## config.mk

```make
export PLATFORM = sky130hd
export DESIGN_NAME = i2s_capture_multi
export DESIGN_NICKNAME = d
export VERILOG_FILES = /design/src/rtl/i2s_capture_multi.sv
export SDC_FILE = /design/constraint.sdc
export NUM_CORES = 1
export LEC_CHECK = 0
export CORE_MARGIN = 5
export CORE_UTILIZATION = 58
export DETAILED_ROUTE_END_ITERATION = 12
export DONT_BUFFER_PORTS = 1
export PLACE_DENSITY = 0.74
export SLEW_MARGIN = 30
export SYNTH_ARGS = -nofsm -noshare
export SYNTH_HDL_FRONTEND = slang
export SYNTH_SLANG_ARGS = --single-unit
```

## constraint.sdc

```tcl
create_clock -name clk -period 5.45 [get_ports clk]
set_clock_uncertainty 0.15 [all_clocks]
set_input_delay 1.635 -clock clk [delete_from_list [all_inputs] [get_ports clk]]
set_output_delay 1.635 -clock clk [all_outputs]
set_load 0.02 [all_outputs]
```

## src/rtl/i2s_capture_multi.sv

```systemverilog
// i2s_capture_multi
// I2S MEMS microphone front end. Generates BCLK/LRCLK from a free-running
// 7-bit frame counter and captures both slots. Each frame it combines left
// and right according to mode, then writes the decimated result into the
// sample buffer. start pulses after the write to the last buffer address.
module i2s_capture_multi #(
    parameter int ADDR_WIDTH = 9,
    parameter int MIC_BITS   = 18,
    parameter int DECIM      = 1
) (
    input  logic                       clk,
    input  logic                       rst,
    input  logic                       DOUT,
    input  logic [1:0]                 mode,
    input  logic                       hold,
    output logic                       BCLK,
    output logic                       LRCLK,
    output logic                       mic_we,
    output logic [ADDR_WIDTH-1:0]      mic_addr,
    output logic signed [MIC_BITS-1:0] mic_data,
    output logic                       start
);
    localparam int              DCW      = (DECIM > 1) ? $clog2(DECIM) : 1;
    localparam logic [DCW-1:0]  DLAST    = DCW'(DECIM - 1);
    localparam logic [4:0]      LAST_BIT = 5'(MIC_BITS);

    logic [6:0]                 r_cnt;
    logic [MIC_BITS-1:0]        r_sh;
    logic signed [MIC_BITS-1:0] r_left;
    logic signed [MIC_BITS-1:0] r_right;
    logic [ADDR_WIDTH-1:0]      r_wptr;
    logic [DCW-1:0]             r_dcnt;

    logic [4:0]                 w_bit_idx;
    logic                       w_bit_take;
    logic [MIC_BITS-1:0]        w_sh_next;
    logic                       w_mid_edge;
    logic                       w_wrap_edge;
    logic                       w_write;
    logic signed [MIC_BITS-1:0] w_mix;

    // Channel combiner: sum/difference carried one bit wider, then halved
    // with an arithmetic shift, so the result always fits MIC_BITS.
    function automatic logic signed [MIC_BITS-1:0] mix_sample(
        input logic [1:0]                 m,
        input logic signed [MIC_BITS-1:0] l,
        input logic signed [MIC_BITS-1:0] r
    );
        logic signed [MIC_BITS:0]   l_ext;
        logic signed [MIC_BITS:0]   r_ext;
        logic signed [MIC_BITS:0]   acc;
        logic signed [MIC_BITS-1:0] res;
        l_ext = {l[MIC_BITS-1], l};
        r_ext = {r[MIC_BITS-1], r};
        acc   = '0;
        res   = l;
        case (m)
            2'd0: res = l;
            2'd1: res = r;
            2'd2: begin
                acc = l_ext + r_ext;
                res = acc[MIC_BITS:1];
            end
            default: begin
                acc = l_ext - r_ext;
                res = acc[MIC_BITS:1];
            end
        endcase
        return res;
    endfunction

    // Slot bit decode: bit 0 is the I2S delay slot, bits past MIC_BITS are padding.
    assign w_bit_idx   = r_cnt[5:1];
    assign w_bit_take  = r_cnt[0] && (w_bit_idx != 5'd0) && (w_bit_idx <= LAST_BIT);
    assign w_sh_next   = w_bit_take ? {r_sh[MIC_BITS-2:0], DOUT} : r_sh;
    assign w_mid_edge  = (r_cnt == 7'd63);
    assign w_wrap_edge = (r_cnt == 7'd127);
    assign w_mix       = mix_sample(mode, r_left, w_sh_next);
    assign w_write     = w_wrap_edge && !hold && (r_dcnt == DLAST);

    assign BCLK  = r_cnt[0];
    assign LRCLK = r_cnt[6];

    // Frame counter and serial capture; the last data bit of a slot may land
    // on the latch edge, so L/R take the shift register's next value.
    always_ff @(posedge clk) begin
        if (rst) begin
            r_cnt   <= '0;
            r_sh    <= '0;
            r_left  <= '0;
            r_right <= '0;
        end else begin
            r_cnt <= r_cnt + 7'd1;
            r_sh  <= w_sh_next;
            if (w_mid_edge) begin
                r_left <= w_sh_next;
            end
            if (w_wrap_edge) begin
                r_right <= w_sh_next;
            end
        end
    end

    // Buffer write path: decimation, hold freeze, pointer wrap and full pulse.
    always_ff @(posedge clk) begin
        if (rst) begin
            r_wptr   <= '0;
            r_dcnt   <= '0;
            mic_we   <= 1'b0;
            mic_addr <= '0;
            mic_data <= '0;
            start    <= 1'b0;
        end else begin
            mic_we <= 1'b0;
            start  <= mic_we && (&mic_addr);
            if (w_wrap_edge && !hold) begin
                r_dcnt <= (r_dcnt == DLAST) ? '0 : r_dcnt + DCW'(1);
            end
            if (w_write) begin
                mic_we   <= 1'b1;
                mic_addr <= r_wptr;
                mic_data <= w_mix;
                r_wptr   <= r_wptr + ADDR_WIDTH'(1);
            end
        end
    end
endmodule

```

==> qor.csv, run 1 <==
stage,metric,value,unit
status,status,finished clean,
pwr,leakagePower,1.96,nW
logic_synthesis,synthDistinctLibCells,75,
pwr,finalPower,1.26,mW
run,max_cap_violations,0,
grt,grt_pass1_wl,19000,um
clock_network,clkSlewWorstSetupHoldPaths,0.10,ns
layout,syn2layout_area_growth,5.24,%
layout,drive_gt1_frac,0.0890,
layout,final_area,0.00505,sq mm
worst_setup_path,r2r-start,r_cnt[1]$_SDFF_PP0_,
clock_network,cts_root_buf,clkbuf_8,
worst_setup_path,critical_path_arrival,5.25,ns
timing,hold_viol_final,0,
logic_synthesis,synth_top_cell_area_share,0.338,
worst_setup_path,setup.worst_path.start,DOUT,
timing,setup_viol,0,
timing,fin_ws,0.349,ns
worst_setup_path,rrSetupSlack,0.43,ns
clock_network,h-tree-depth,3,
logic_synthesis,yosysWarningCount,0,
clock_network,clock_tree.buffer_depth,2,
worst_setup_path,worstPathMaxFanout,4,
clock_network,insertion_delay,0.37,ns
detailed_routing,ant_nets,0,
detailed_routing,wl_per_cell,16.1,um
placement,dp_slack,0.0257,ns
logic_synthesis,synth_edf_count,0,
grt,grt_max_degree,82,
hold_path,whs_endpoint,mic_addr[8]$_SDFFE_PP0P_,
worst_setup_path,reg2reg_depth,21,
logic_synthesis,ys_seq_elements,81,
pwr,power_density,249,mW/mm^2
worst_setup_path,cp-start-kind,input port,
layout,seqCellArea,0.00162,sq mm
hold_path,min_from,r_wptr[8]$_SDFFE_PP0P_,
placement,dpl.hpwl,7750,um
timing,rsz0062_at_grt,false,
floorplan,die_x,101,um
timing,finalSetupTns,0,ns
timing,worst-slew-pin-transition,0.644,ns
layout,fillers,694,
grt,grt_antenna_before_repair,0,
worst_setup_path,crit_required,5.60,ns
timing,maxSlewHeadroom,0.558,
timing,period_needed,5.10,ns
timing,whs,0.322,ns
detailed_routing,drc,0,
hold_path,whs_path_depth,2,
pwr,peakVddDrop,0.000155,V
detailed_routing,vias_per_cell,6.07,
floorplan,rows,33,
grt,overflow,0,
logic_synthesis,ys_top_cells_by_area,"dfxtp_1 34%, nor2_1 7.7%, a211oi_1 6.1%, ha_1 5.2%, a21oi_1 5.1%",
timing,finalCritPeriodShare,0.936,
worst_setup_path,end_kind,register,
grt,grt_pass1_vias,3957,
worst_setup_path,r2r_end,mic_data[16]$_SDFFE_PP0P_,
clock_network,cts_resized,0,
logic_synthesis,synth.most_common_cell,nor2_1,
clock_network,clock-sinks,81,
timing,clock.fmax,196,MHz
clock_network,postCtsSetupRepairBufs,0,
floorplan,core,0.00813,sq mm
logic_synthesis,seq_area_frac_synth,0.338,
grt,grtUsageTotal,0.230,
layout,num_antenna_cells,0,
logic_synthesis,synth_area_leader_cell,dfxtp_1,
clock_network,ctsHoldBuffers,0,
logic_synthesis,syn_area,0.00480,sq mm
timing,slew_viol_final,0,
detailed_routing,first_pass_iters,4,
logic_synthesis,avgSynthCellArea,8.15,sq um
worst_setup_path,critPathKind,in2reg,
layout,final_cell_count_no_fill,689,
hold_path,hold_class,reg2reg,
logic_synthesis,async_reset_ff_frac,0,
clock_network,cts_buffers,9,
placement,dp_cells,673,
placement,place_area,0.00484,sq mm
detailed_routing,drt_wl_total,11100,um
floorplan,initial_core_util,0.590,
placement,io_buffer_count,0,
detailed_routing,vias,4182,
placement,routabilityCongestion,0.940,
logic_synthesis,syn_inst,589,
logic_synthesis,synth_nets,616,
layout,final_core_util,0.621,
floorplan,die_area,0.0102,sq mm
detailed_routing,drt-initial-drc-count,222,
layout,multi_input_area,0.00294,sq mm
floorplan,fp.dieH,101,um
logic_synthesis,ys_top_cells_by_count,"99 x nor2_1, 81 x dfxtp_1, 50 x nand2_1, 49 x a21oi_1, 39 x a211oi_1",
floorplan,io_pins,37,
layout,nets,606,
logic_synthesis,ys.flop_type,dfxtp_1,
clock_network,cts_tree,done,
logic make-up (layout without fill, tap and decap cells):
kind of cell | after synthesis | count (layout) | share of synthesized area
AO/OA/AOI/OAI | 167 | 167 | 0.233
XOR/XNOR | 46 | 46 | 0.0840
adder cells (fa/ha/maj) | 21 | 21 | 0.0563
buffers and inverters | 43 | 38 | 0.0501
flip-flops | 81 | 81 | 0.338
multiplexers | 16 | 16 | 0.0344
AND/OR/NAND/NOR | 215 | 215 | 0.205
sequential cells by signal, indices dropped and copies added (netlist names):
signal and flops:
mic_addr 9, mic_data 18, mic_we 1, r_cnt 7
r_left 18, r_sh 18, r_wptr 9, start 1
critical path, stage by stage:
cell	delay (ns)
nand2_1	0.04
o21ai_1	0.06
inv_1	0.10
ha_1	0.16
or3b_4	0.39
or4_4	0.44
nor3_2	0.15
nand3_2	0.10
nand2_1	0.09
xor2_1	0.15
ha_1	0.28
a21o_1	0.20
a21o_1	0.18
a21o_1	0.19
o21ai_0	0.18
o311a_1	0.26
a21oi_1	0.10
mux2i_1	0.11
or3_1	0.30
a21oi_1	0.12
cell type report:
cell class,count,area share
Sequential cell,81,0.321
Inverter,6,0.00446
Multi-Input combinational cell,465,0.583
Clock inverter,7,0.0171
Clock buffer,9,0.0245
Timing Repair Buffer,16,0.0238
Tap cell,105,0.0260
worst max path at each step:
| stage | slack (ns) | depth (start not counted) | end |
|---|---|---|---|
| final | 0.35 | 20 | mic_data[16]$_SDFFE_PP0P_ |
| after global routing | 0.07 | 20 | mic_data[17]$_SDFFE_PP0P_ |
| after CTS | 0.40 | 19 | mic_data[17]$_SDFFE_PP0P_ |
| after detailed placement | 0.03 | 20 | mic_data[16]$_SDFFE_PP0P_ |
| after global placement | 0.10 | 20 | mic_data[16]$_SDFFE_PP0P_ |
| after floorplan | 0.13 | 20 | mic_data[16]$_SDFFE_PP0P_ |
layout by cell type, fill, tap and decap left out, drive strengths merged, types with 4 or more instances in the layout:
master	n
and3	5
o21ai	30
a21boi	4
nor3	20
nor2b	4
o31ai	5
a21oi	49
a211oi	41
xor2	24
dfxtp	81
a21o	8
mux2i	15
a31oi	4
nand3	10
nor2	100
inv	10
clkbuf	9
buf	16
nand2	51
xnor2	22
ha	20
routing by layer:
layer	wire (um)	track usage	vias up
li1	-	-	2090
met1	5160	0.306	1975
met2	5250	0.366	97
met3	526	0.0567	20
met4	177	0.0787	0
met5	0	0	-
report_power, final:
part	switching, mW	internal, mW	leakage [nW]
registers	0.00437	0.594	0.653
logic	0.101	0.0878	1.20
clock network	0.250	0.222	0.104
total	0.356	0.904	1.96
Power figures use the tool's default switching activity.
==> run 2: changes to the inputs <==
--- a/config.mk
+++ b/config.mk
@@ -9,6 +9,7 @@
 export CORE_UTILIZATION = 58
 export DETAILED_ROUTE_END_ITERATION = 12
 export DONT_BUFFER_PORTS = 1
+export HOLD_SLACK_MARGIN = 0.05
 export PLACE_DENSITY = 0.74
 export SLEW_MARGIN = 30
 export SYNTH_ARGS = -nofsm -noshare
==> results of run 2 <==
Final layout, timing and power as in run 1 (identical DEF).
==> run 3: changes to the inputs <==
--- a/config.mk
+++ b/config.mk
@@ -6,11 +6,11 @@
 export NUM_CORES = 1
 export LEC_CHECK = 0
 export CORE_MARGIN = 5
-export CORE_UTILIZATION = 58
+export CORE_UTILIZATION = 69
 export DETAILED_ROUTE_END_ITERATION = 12
 export DONT_BUFFER_PORTS = 1
 export HOLD_SLACK_MARGIN = 0.05
-export PLACE_DENSITY = 0.74
+export PLACE_DENSITY = 0.83
 export SLEW_MARGIN = 30
 export SYNTH_ARGS = -nofsm -noshare
 export SYNTH_HDL_FRONTEND = slang
==> constraint.sdc (replaced) <==
create_clock -name clk -period 6.2 [get_ports clk]
set_clock_uncertainty 0.15 [all_clocks]
set_input_delay 1.86 -clock clk [delete_from_list [all_inputs] [get_ports clk]]
set_output_delay 1.86 -clock clk [all_outputs]
set_load 0.02 [all_outputs]
==> run 3 against run 2 <==
Worst setup slack improved by 0.19 ns. Wire length rose by 2.2%. Global-route usage rose by 3.9 points. Largest cell class unchanged. Critical path depth did not move. Die area fell by 14%. Sequential cell count did not move. Design area fell by 2.4%. Combinational power fell by 18%. Count of clock-buffer cells in the layout did not move. First-iteration DRC count fell by 5.9%. Worst hold slack got worse by 0.0063 ns. Critical path type unchanged. Via count rose by 1.2%.
==> qor.csv, run 3 (synthesized netlist as in run 1, its figures left out) <==
stage,metric,value,unit,change
floorplan,io_pins,37,,unchanged
status,status,finished clean,,
layout,drive_gt1_frac,0.0716,,-0.0175
worst_setup_path,r2r_end,mic_data[17]$_SDFFE_PP0P_,,
pwr,leakagePower,1.89,nW,-3.5%
clock_network,cts_buffers,9,,unchanged
pwr,p_clk_frac,0.348,,-0.027
pwr,power_density,212,mW/mm^2,-15%
detailed_routing,drc,0,,unchanged
timing,finalSetupTns,0,ns,unchanged
detailed_routing,drt_wl_total,11400,um,+2.2%
pwr,power.switching,304,uW,-15%
floorplan,core,0.00679,sq mm,-16%
grt,grtUsageTotal,0.269,,+0.0388
clock_network,h-tree-depth,3,,unchanged
floorplan,die_x,93.4,um,-7.5%
worst_setup_path,setup.worst_path.start,DOUT,,
run,max_cap_violations,0,,unchanged
placement,io_buffer_count,0,,unchanged
timing,worst-slew-pin-transition,0.794,ns,+0.150 ns
pwr,peakVddDrop,0.000139,V,-10%
detailed_routing,ant_nets,0,,unchanged
floorplan,die_area,0.00872,sq mm,-14%
worst_setup_path,worstPathMaxFanout,6,,+2
placement,dpl.hpwl,7990,um,+3.1%
placement,dp_cells,653,,-3.0%
worst_setup_path,rrSetupSlack,0.64,ns,+0.21 ns
layout,multi_input_area,0.00294,sq mm,unchanged
layout,seqCellArea,0.00162,sq mm,unchanged
timing,hold_viol_final,0,,unchanged
clock_network,insertion_delay,0.37,ns,about the same
pwr,switching_share,0.291,,+0.00888
worst_setup_path,cp-start-kind,input port,,
clock_network,clock_tree.buffer_depth,2,,unchanged
layout,final_common_cell,nor2_1,,
grt,grt_pass1_vias,4022,,+1.6%
floorplan,fp.dieH,93.4,um,-7.5%
clock_network,ctsHoldBuffers,0,,unchanged
clock_network,cts_root_buf,clkbuf_8,,
layout,final_cell_count_no_fill,669,,-2.9%
worst_setup_path,critPathKind,in2reg,,
timing,rsz0062_at_grt,false,,
timing,maxSlewHeadroom,0.471,,-0.0876
pwr,finalPower,1.04,mW,-17%
layout,fillers,552,,-20%
detailed_routing,first_pass_iters,5,,+1
grt,grt_pass1_wl,19000,um,about the same
layout,num_antenna_cells,0,,unchanged
timing,finalCritPeriodShare,0.913,,
clock_network,cts_tree,done,,
timing,period_needed,5.66,ns,
pwr,combPwrFrac,0.148,,-0.002
clock_network,postCtsSetupRepairBufs,0,,unchanged
hold_path,hold_class,reg2reg,,
worst_setup_path,critical_path_arrival,5.77,ns,+0.52 ns
detailed_routing,wl_per_cell,17.0,um,+5.3%
layout,syn2layout_area_growth,2.71,%,
grt,overflow,0,,unchanged
pwr,internal_power,740,uW,-18%
floorplan,rows,30,,-9.1%
detailed_routing,drt-initial-drc-count,209,,-5.9%
grt,grt_max_degree,82,,unchanged
worst_setup_path,crit_required,6.30,ns,+0.70 ns
layout,layout_common_cells,"98 x nor2_1, 81 x dfxtp_1, 50 x nand2_1",,
timing,setup_viol,0,,unchanged
layout,nets,595,,-1.8%
grt,grt_antenna_before_repair,0,,unchanged
clock_network,clock-sinks,81,,unchanged
placement,routabilityCongestion,0.878,,-6.6%
worst_setup_path,reg2reg_depth,21,,unchanged
hold_path,whs_path_depth,2,,unchanged
layout,final_core_util,0.725,,+0.105
layout,final_area,0.00493,sq mm,-2.4%
hold_path,whs_endpoint,mic_addr[8]$_SDFFE_PP0P_,,
detailed_routing,vias_per_cell,6.32,,+4.2%
worst_setup_path,r2r-start,r_cnt[1]$_SDFF_PP0_,,
pwr,p_seq_frac,0.503,,+0.028
placement,place_area,0.00475,sq mm,-1.9%
timing,clock.fmax,177,MHz,
clock_network,clkSlewWorstSetupHoldPaths,0.09,ns,about the same
layout,top_regs,"mic_data (18), r_left (18), r_sh (18)",,
floorplan,initial_core_util,0.706,,+0.116
detailed_routing,vias,4231,,+1.2%
clock_network,cts_resized,0,,unchanged
worst_setup_path,end_kind,register,,
timing,slew_viol_final,0,,unchanged
hold_path,min_from,r_wptr[8]$_SDFFE_PP0P_,,
==> run 3: changes by cell type in the layout (fill, tap and decap cells not counted) <==
cell        change
inv_6           +2
bufinv_16       -1
buf_4          -11
inv_8           -2
clkinvlp_4      +1
==> run 3: worst max path at each step <==
stage                                     end  slack [ns]  depth (start not counted)
global route        mic_data[17]$_SDFFE_PP0P_        0.25                         19
CTS                 mic_data[17]$_SDFFE_PP0P_        0.63                         19
global placement    mic_data[17]$_SDFFE_PP0P_        0.48                         19
floorplan           mic_data[16]$_SDFFE_PP0P_        0.65                         20
finish              mic_data[17]$_SDFFE_PP0P_        0.54                         20
detailed placement  mic_data[17]$_SDFFE_PP0P_        0.29                         19
==> run 3: cell type report <==
cell class / instances / area share
inverters: 6 / 0.00457
flip-flops and latches: 81 / 0.329
clock buffers: 9 / 0.0251
repair buffers: 5 / 0.00762
clock inverters: 7 / 0.0119
well taps: 96 / 0.0244
multi-input cells: 465 / 0.597
==> run 3: power groups by stage <==
stage          Clock (mW)  Combinational (mW)  Sequential [mW]
2_1_floorplan           0               0.141            0.537
3_3_place_gp            0               0.145            0.537
3_5_place_dp            0               0.151            0.538
4_1_cts             0.371               0.153            0.525
5_1_grt             0.390               0.170            0.526
6_report            0.364               0.155            0.525
==> run 3: per-stage QoR <==
step	hold slack [ns]	setup slack, ns
6_report	0.316	0.537
5_1_grt	0.329	0.248
4_1_cts	0.320	0.625
3_3_place_gp	0.304	0.484
3_5_place_dp	0.303	0.288
2_1_floorplan	0.294	0.652
==> run 3: layer usage <==
layer | GRT usage | part of all wire | wire length, um
met1 | 0.322 | 0.42 | 4830
met4 | 0.128 | 0.037 | 421
met2 | 0.459 | 0.49 | 5610
met3 | 0.0547 | 0.045 | 512
met5 | 0 | 0 | 0
==> run 3: worst max-delay path, cell delays in order <==
cell and delay [ns]:
nand2_1 0.06, o21ai_1 0.10, inv_1 0.14, ha_1 0.20, or3b_4 0.41, or4_4 0.44, nor3_2 0.15, nand3_2 0.15
nand2_1 0.11, xor2_1 0.07, ha_1 0.39, and2_1 0.20, o211ai_1 0.12, o31ai_1 0.34, nand2_1 0.16, a31oi_1 0.31
nor2_1 0.10, mux2i_1 0.17, o221a_1 0.22, a211oi_2 0.06
